[src/rtl/norm_shift_128_pkg.sv]
// Shared widths and the stage payload for the 128-bit normalization shifter.
// NORM_SHIFT_RIGHT_EN adds a direction bit and a sticky bit to the payload.
package norm_shift_128_pkg;

    localparam int EXP_W_DEF = 10;
    localparam int CNT_W     = 7;
    localparam int DATA_W    = 128;
    localparam int EXP_MAX_W = 32;
    localparam int SH_W      = 8;

    // exp is carried at a fixed maximum width; the top uses the low EXP_W bits.
    typedef struct packed {
        logic [DATA_W-1:0]    data;
        logic [3:0]           cnt_lo;
        logic [EXP_MAX_W-1:0] exp;
        logic                 nz;
        logic                 uf;
`ifdef NORM_SHIFT_RIGHT_EN
        logic                 dir;
        logic                 sticky;
`endif
    } payload_t;

endpackage

[src/rtl/norm_shift_128_stage.sv]
// One valid/ready pipeline stage that shifts the payload by i_sel*GRAN bits.
// With NORM_SHIFT_RIGHT_EN, dir=1 shifts right and accumulates the sticky bit.
module norm_shift_stage
    import norm_shift_128_pkg::*;
#(
    parameter int GRAN  = 16,
    parameter int SEL_W = 3
) (
    input  logic             clk,
    input  logic             rst_n,
    input  logic             i_valid,
    output logic             o_ready,
    input  logic [SEL_W-1:0] i_sel,
    input  payload_t         i_pld,
    output logic             o_valid,
    input  logic             i_ready,
    output payload_t         o_pld
);

    logic            r_valid;
    payload_t        r_pld;
    logic [SH_W-1:0] w_sh;
    payload_t        w_next;

    assign w_sh = SH_W'(i_sel) * SH_W'(GRAN);

`ifdef NORM_SHIFT_RIGHT_EN
    logic [DATA_W-1:0] w_lost_bits;
    // Bits that fall off the LSB end on a right shift, moved up to the MSBs.
    assign w_lost_bits = (w_sh == '0) ? '0 : (i_pld.data << (SH_W'(DATA_W) - w_sh));
`endif

    always_comb begin
        w_next = i_pld;
`ifdef NORM_SHIFT_RIGHT_EN
        if (i_pld.dir) begin
            w_next.data   = i_pld.data >> w_sh;
            w_next.sticky = i_pld.sticky | (|w_lost_bits);
        end else begin
            w_next.data = i_pld.data << w_sh;
        end
`else
        w_next.data = i_pld.data << w_sh;
`endif
    end

    assign o_ready = !r_valid || i_ready;
    assign o_valid = r_valid;
    assign o_pld   = r_pld;

    always_ff @(posedge clk or negedge rst_n) begin
        if (!rst_n) begin
            r_valid <= 1'b0;
            r_pld   <= '0;
        end else if (o_ready) begin
            r_valid <= i_valid;
            if (i_valid) begin
                r_pld <= w_next;
            end
        end
    end

endmodule

[src/rtl/norm_shift_128.sv]
// Two-stage 128-bit normalization shifter: coarse 16-bit step then fine 1-bit step.
// Optional NORM_SHIFT_RIGHT_EN adds in_dir/out_sticky for right (denormalizing) shifts.
module norm_shift_128
    import norm_shift_128_pkg::*;
#(
    parameter int EXP_W = EXP_W_DEF
) (
    input  logic              clk,
    input  logic              rst_n,
    input  logic              in_valid,
    output logic              in_ready,
    input  logic [DATA_W-1:0] in_data,
    input  logic [CNT_W-1:0]  in_cnt,
    input  logic              in_nz,
    input  logic [EXP_W-1:0]  in_exp,
`ifdef NORM_SHIFT_RIGHT_EN
    input  logic              in_dir,
`endif
    output logic              out_valid,
    input  logic              out_ready,
    output logic [DATA_W-1:0] out_data,
    output logic [EXP_W-1:0]  out_exp,
    output logic              out_uf,
`ifdef NORM_SHIFT_RIGHT_EN
    output logic              out_sticky,
`endif
    output logic              out_zero
);

    localparam int XW = EXP_W + 1;

    logic [XW-1:0]    w_exp_x;
    logic [XW-1:0]    w_cnt_x;
    logic [XW-1:0]    w_diff;
    logic [EXP_W-1:0] w_exp_res;
    logic             w_uf;
    payload_t         w_s1_in;
    payload_t         w_s1_out;
    payload_t         w_s2_out;
    logic             w_s1_valid;
    logic             w_s2_valid;
    logic             w_s2_ready;
    logic             w_unused;

    assign w_exp_x = {1'b0, in_exp};
    assign w_cnt_x = XW'(in_cnt);
    assign w_diff  = w_exp_x - w_cnt_x;

`ifdef NORM_SHIFT_RIGHT_EN
    logic [XW-1:0] w_sum;
    assign w_sum = w_exp_x + w_cnt_x;
`endif

    // Exponent adjust resolved up front so stage 2 only carries the result.
    always_comb begin
        w_uf      = w_diff[EXP_W];
        w_exp_res = w_uf ? '0 : w_diff[EXP_W-1:0];
`ifdef NORM_SHIFT_RIGHT_EN
        if (in_dir) begin
            w_uf      = w_sum[EXP_W];
            w_exp_res = w_uf ? '1 : w_sum[EXP_W-1:0];
        end
`endif
        if (!in_nz) begin
            w_uf      = 1'b0;
            w_exp_res = '0;
        end
    end

    always_comb begin
        w_s1_in        = '0;
        w_s1_in.data   = in_nz ? in_data : '0;
        w_s1_in.cnt_lo = in_cnt[3:0];
        w_s1_in.exp    = EXP_MAX_W'(w_exp_res);
        w_s1_in.nz     = in_nz;
        w_s1_in.uf     = w_uf;
`ifdef NORM_SHIFT_RIGHT_EN
        w_s1_in.dir    = in_dir;
        w_s1_in.sticky = 1'b0;
`endif
    end

    norm_shift_stage #(
        .GRAN  (16),
        .SEL_W (3)
    ) u_stage_coarse (
        .clk     (clk),
        .rst_n   (rst_n),
        .i_valid (in_valid),
        .o_ready (in_ready),
        .i_sel   (in_cnt[6:4]),
        .i_pld   (w_s1_in),
        .o_valid (w_s1_valid),
        .i_ready (w_s2_ready),
        .o_pld   (w_s1_out)
    );

    norm_shift_stage #(
        .GRAN  (1),
        .SEL_W (4)
    ) u_stage_fine (
        .clk     (clk),
        .rst_n   (rst_n),
        .i_valid (w_s1_valid),
        .o_ready (w_s2_ready),
        .i_sel   (w_s1_out.cnt_lo),
        .i_pld   (w_s1_out),
        .o_valid (w_s2_valid),
        .i_ready (out_ready),
        .o_pld   (w_s2_out)
    );

    assign out_valid = w_s2_valid;
    assign out_data  = w_s2_out.data;
    assign out_exp   = w_s2_out.exp[EXP_W-1:0];
    assign out_uf    = w_s2_out.uf;
    // Gated by valid so the cleared payload (nz=0) does not read as a zero result.
    assign out_zero  = w_s2_valid & ~w_s2_out.nz;
`ifdef NORM_SHIFT_RIGHT_EN
    assign out_sticky = w_s2_out.sticky;
`endif

    assign w_unused = &{1'b0, w_s2_out.cnt_lo, w_s2_out.exp};

endmodule

[config.mk]
export PLATFORM = sky130hd
export DESIGN_NAME = norm_shift_128
export DESIGN_NICKNAME = d
export VERILOG_FILES = /design/src/rtl/norm_shift_128_pkg.sv /design/src/rtl/norm_shift_128_stage.sv /design/src/rtl/norm_shift_128.sv
export SDC_FILE = /design/constraint.sdc
export NUM_CORES = 1
export LEC_CHECK = 0
export CAP_MARGIN = 0
export CORE_UTILIZATION = 50
export CTS_CLUSTER_DIAMETER = 60
export DETAILED_ROUTE_END_ITERATION = 10
export GPL_TIMING_DRIVEN = 0
export PLACE_DENSITY_LB_ADDON = 0.05
export SLEW_MARGIN = 0
export SYNTH_ARGS = -nofsm -noshare
export SYNTH_HDL_FRONTEND = slang
export SYNTH_SLANG_ARGS = --single-unit
[constraint.sdc]
create_clock -name clk -period 2.15 [get_ports clk]
set_clock_uncertainty 0.15 [all_clocks]
set_input_delay 0.43 -clock clk [delete_from_list [all_inputs] [get_ports clk]]
set_output_delay 0.43 -clock clk [all_outputs]
set_load 0.01 [all_outputs]
After elaboration in Yosys (flattened, before gate mapping)
Cells that the tools add are included.
{ "word_totals": {"ff_bits": 286, "output_inout_bits": 142, "word_cells": 26, "inputBits": 150} }
{ "classes": {"bitwise": 2, "n_shift": 2, "n_addsub": 1, "mux": 4, "n_reduce_logical": 6} }
{ "op_table": {"columns": ["op", "n"], "rows": [
  ["128-bit 2-to-1 mux", 1],
  ["128-bit by 4-bit << shifter with 128-bit output", 1],
  ["128-bit by 7-bit << shifter with 128-bit output", 1],
  ["10-bit 2-to-1 mux", 2],
  ["10-bit by 7-bit subtractor with 11-bit output", 1],
  ["2-bit AND reduction", 2],
  ["1-bit zero test", 2],
  ["1-bit logical OR", 2],
  ["1-bit bitwise AND", 1],
  ["1-bit 2-to-1 mux", 1],
  ["1-bit NOT", 1]
]} }

Depth between registers and ports, before layout
{ "logic_depth": {"ltp_word": 4, "mapped_depth": 10, "ltp_nobuf": 8} }

Modules after synthesis
From an unflattened synthesis, not the netlist that was laid out.
{ "unflattened": {"cells_unflattened": 1814, "area_unflattened_um2": 21733.3} }
{ "modules_own_cells": {"columns": ["module", "cells_each", "n_inst", "area_per_inst_um2", "seq_area_each_um2"], "rows": [
  ["norm_shift_stage at u_stage_fine", 863, 1, 11018.1, 4179.0],
  ["norm_shift_stage at u_stage_coarse", 748, 1, 9392.8, 4179.0],
  ["norm_shift_128", 203, 1, 1322.5, 0.0]
]} }

Least setup slack after synthesis
No wires, ideal clock.
{ "synth_timing": {"kind": "input to register", "from": "input in_cnt[4]", "to": "register u_stage_coarse.r_pld (netlist bit u_stage_coarse.o_pld[11])", "required_time_ns": 1.875, "n_path_buf": 3, "stages": 10, "setup_slack_ns": -0.490, "t_arrival_ns": 2.364, "cell_sequence": "buf_2 buf_2 buf_2 inv_1 ha_1 a21oi_1 o21bai_1 a2111oi_0 xnor2_1 o21ai_1"} }
{ "synth_via": {"elab_chain_cells": 3} }
{ "synth_lines": {"columns": ["item", "line", "source"], "rows": [
  ["start, declared", "norm_shift_128.sv:13", "input logic [CNT_W-1:0] in_cnt,"],
  ["10-bit by 7-bit subtractor with 11-bit output", "norm_shift_128.sv:47", "assign w_diff = w_exp_x - w_cnt_x;"],
  ["10-bit 2-to-1 mux", "norm_shift_128.sv:57", "w_exp_res = w_uf ? '0 : w_diff[EXP_W-1:0];"],
  ["10-bit 2-to-1 mux", "norm_shift_128.sv:64", "if (!in_nz) begin"],
  ["end signal, assigned", "norm_shift_128_stage.sv:58", "r_pld <= w_next;"],
  ["end, declared", "norm_shift_128_stage.sv:21", "payload_t r_pld;"]
]} }
Every way passes these cells.
A chain may end at the register's enable or synchronous reset.

Final worst setup path
{ "layout_timing": {"from": "register u_stage_coarse.r_pld (netlist bit u_stage_coarse.o_pld[34])", "to": "register u_stage_fine.r_pld (netlist bit u_stage_fine.o_pld[91])"} }
{ "layout_via": {"elab_chain_cells": 1} }
{ "layout_lines": {"columns": ["item", "line", "source"], "rows": [
  ["128-bit by 4-bit << shifter with 128-bit output", "norm_shift_128_stage.sv:43", "w_next.data = i_pld.data << w_sh;"],
  ["end signal, assigned", "norm_shift_128_stage.sv:58", null],
  ["end, declared", "norm_shift_128_stage.sv:21", null]
]} }
Every way passes these cells.

==> metrics.md <==
| Metric | Value |
|---|---|
| Status | `complete, but fails checks` |
| Failing checks | `negative setup slack` |
| Ranking of synthesized cells by area | `dfrtp_1, mux4_2, mux2i_1` |
| Final worst slack | `-0.1228 ns` |
| Die area | `39830 um2` |
| Critical path, cell by cell | `buf_12 > buf_12 > buf_12 > mux4_2 > mux2i_4 > o221ai_2` |
| Initial DRC count | `1993` |
| CTS Buffer Depth | `3` |
| Clock root cell | `clkbuf_16` |
| H-tree depth | `2` |
| Placed insts | `2642` |
| Die W | `199.6 um` |
| DRC violations left | `0` |
| Initial core utilization | `0.5062` |
| Synth cell types | `51` |
| Clock buffer count from CTS | `34` |
| Sequential-to-total area share from yosys stat | `0.3667` |
| DR pass1 iterations | `6` |
| Slowest CP cell | `mux4_2` |
| Final setup vio count | `52` |
| Routability cong. | `1.059` |
| Post-synthesis cell count | `1833` |
| Fin cells | `2740` |
| Number of flops mapped to enable cells by yosys | `0` |
| Diodes inserted | `0` |
| Gr ovfl total | `0` |
| Min cycle time layout | `2.273 ns` |
| Routed wire length | `81.72 mm` |
| CP endpoint kind | `register` |
| Clock transition at path regs | `0.06 ns` |
| Post-layout util | `0.6902` |
| Worst R2R End | `u_stage_fine.o_pld[91]` |
| Post-synth top cells | `nand2_1, dfrtp_1, mux2i_1` |
| Antenna viol nets, final | `0` |
| Reg2Reg Depth | `6` |
| Final period util | `1.057` |
| I/O pin count | `292` |
| Vias in the first global route | `17.29k` |
| Async set or reset register ratio after synthesis | `1.000` |
| Critical path class | `register to register` |
| CP startpoint kind | `register` |
| Worst skew pair latency | `0.55 ns` |
| Critical path fanouts, max | `7` |
| R2r startpoint | `u_stage_coarse.o_pld[34]` |
| Hold Crit Start | `in_cnt[0]` |
| Largest net degree at the start of global routing | `127` |
| Peak VDD IR | `0.7748 mV` |
| Post-DP Area | `23200 um2` |
| Hold Vio Cnt, Final | `0` |
| Mapped Nets | `1991` |
| Finished layout cell area | `26610 um2` |
| Avg Cell Area, Syn | `10.65 um2` |
| Yosys top cell by area | `dfrtp_1` |
| P_leak | `11.67 nW` |
| Worst reg2reg setup slack | `-0.12 ns` |
| Yosys top cell area share | `0.3667` |
| Die Y | `199.6 um` |
| Fmax | `0.4400 GHz` |
| Antenna violations before repair | `3` |
| CTS tree | `yes` |
| All-Layer GR Usage | `0.4012` |
| Max-slew headroom | `0.4447` |
| Max Cap Viol | `0` |
| Tightest Pin Transition | `0.8316 ns` |
| Critical Path Most Common Cell | `buf_12` |
| Synth Register Bits | `286` |
| Most numerous cell in the Yosys netlist | `nand2_1` |
| Fillers | `2832` |
| Layout cells sized above 1 | `0.3339` |
| Post-DP HPWL | `62.05 mm` |
| Critical Path Start | `u_stage_coarse.o_pld[34]` |
| Delay of the slowest cell on the worst path | `0.62 ns` |
| CP arrival | `2.53 ns` |
| Core ar. | `38560 um2` |
| Hold path depth | `2` |
| Total number of vias | `18.43k` |
| Ys flop type | `dfrtp_1` |
| Synth Cell Area | `19520 um2` |
| Synthesis-to-finish area growth | `36.35%` |
| Global-route wire length before repair | `113.9 mm` |
| Power per Cell Area | `803.2 nW/um2` |
| Final Net Count | `2357` |
| Vias per cell | `6.725` |
| Critical Path End | `u_stage_fine.o_pld[91]` |
| Worst Hold Class | `input port to register` |
| RSZ-0062 raised after global routing | `yes` |
| Port-buffer cells | `289` |
| FP Rows | `72` |
| Ys Warns | `0` |
| Drt wl/cell | `29.82 um` |
| Max Slew Vio Count | `0` |
| # clock sinks | `286` |
| Worst Path Required | `2.41 ns` |
==> critical path: cells and delay by family, from the launching register on <==
family,cells,cell delay (ns)
AO/OA/AOI/OAI,1,0.17
buffers and inverters,3,0.47
flip-flops,1,0.37
multiplexers,2,0.95
==> stage by stage <==
| step | hold slack (ns) | setup WS [ns] | power, mW | TNS [ns] |
|---|---|---|---|---|
| after floorplan | -0.01559 | 0.003711 | 11.02 | 0 |
| after global placement | 0.3036 | -11.36 | 13.94 | -3469.56 |
| after detailed placement | 0.2792 | -1.131 | 14.07 | -241.33 |
| after CTS | 0.2115 | -0.05638 | 20.61 | -0.8054 |
| after global routing | 0.2140 | -0.1376 | 22.02 | -4.762 |
| final | 0.2103 | -0.1228 | 21.38 | -2.086 |
==> flip-flops by register name, indices dropped and copies added, names as in the netlist <==
| signal | cells |
|---|---|
| u_stage_coarse.o_pld | 144 |
| u_stage_coarse.o_valid | 1 |
| u_stage_fine.o_valid | 1 |
| u_stage_fine.o_pld | 140 |
==> layout make-up <==
type | instances | area [um2] | share of cell area
Tap cell | 518 | 648.1 | 0.02435
Clock inverter | 9 | 91.34 | 0.003432
Buffer | 305 | 2093 | 0.07866
Timing Repair Buffer | 333 | 3540 | 0.1330
Clock buffer | 50 | 1045 | 0.03926
Sequential cell | 286 | 7158 | 0.2690
Inverter | 9 | 33.78 | 0.001269
Multi-Input combinational cell | 1230 | 12000 | 0.4511
==> power by group <==
group | leakage (nW) | switching (mW) | internal [mW]
sequential | 3.83 | 0.820 | 6.19
combinational | 7.28 | 4.09 | 4.37
clock | 0.561 | 2.40 | 3.51
==> how the worst min path moves through the flow <==
stage | endpoint | slack [ns]
floorplan | u_stage_coarse.o_pld[0] | -0.02
global placement | u_stage_fine.o_pld[6] | 0.30
detailed placement | u_stage_fine.o_pld[44] | 0.28
CTS | u_stage_coarse.o_pld[34] | 0.21
global route | u_stage_coarse.o_pld[34] | 0.21
finish | u_stage_coarse.o_pld[34] | 0.21
==> cell usage in the layout, fill, tap and decap left out, types with 53 or more instances in the layout <==
master	n
nor2_1	90
o21ai_0	53
mux2i_4	67
clkdlybuf4s50_1	212
mux2i_1	56
dfrtp_1	285
mux4_2	150
o221ai_1	72
nand2_1	284
buf_4	184
dlymetal6s2s_1	54
mux2_2	54
==> logic make-up after synthesis <==
logic type,count (synthesis),synth area share
AND/OR/NAND/NOR,453,0.09506
AO/OA/AOI/OAI,400,0.1517
multiplexers,366,0.2877
buffers and inverters,317,0.09199
flip-flops,286,0.3667
adder cells (fa/ha/maj),8,0.005513
XOR/XNOR,3,0.001346
==> routing by layer <==
| layer | share of wire | track usage | wire [um] | vias to the layer above |
|---|---|---|---|---|
| met1 | 0.38 | 0.5436 | 31420 | 9218 |
| li1 | - | - | - | 7600 |
| met3 | 0.11 | 0.08523 | 8740 | 267 |
| met5 | 0.00038 | 0 | 31 | - |
| met4 | 0.062 | 0.2112 | 5033 | 4 |
| met2 | 0.45 | 0.6060 | 36490 | 1338 |
==> timing repair <==
action                                  CTS  global route
cloned                                    4             2
resized for setup                       285           215
pin swaps                                24            15
hold buffers                              1             0
setup buffers                            23            13
endpoints found under the hold margin    71             0
endpoints found under the setup margin  294           271
Note: power is estimated with default switching activity, not from simulation.
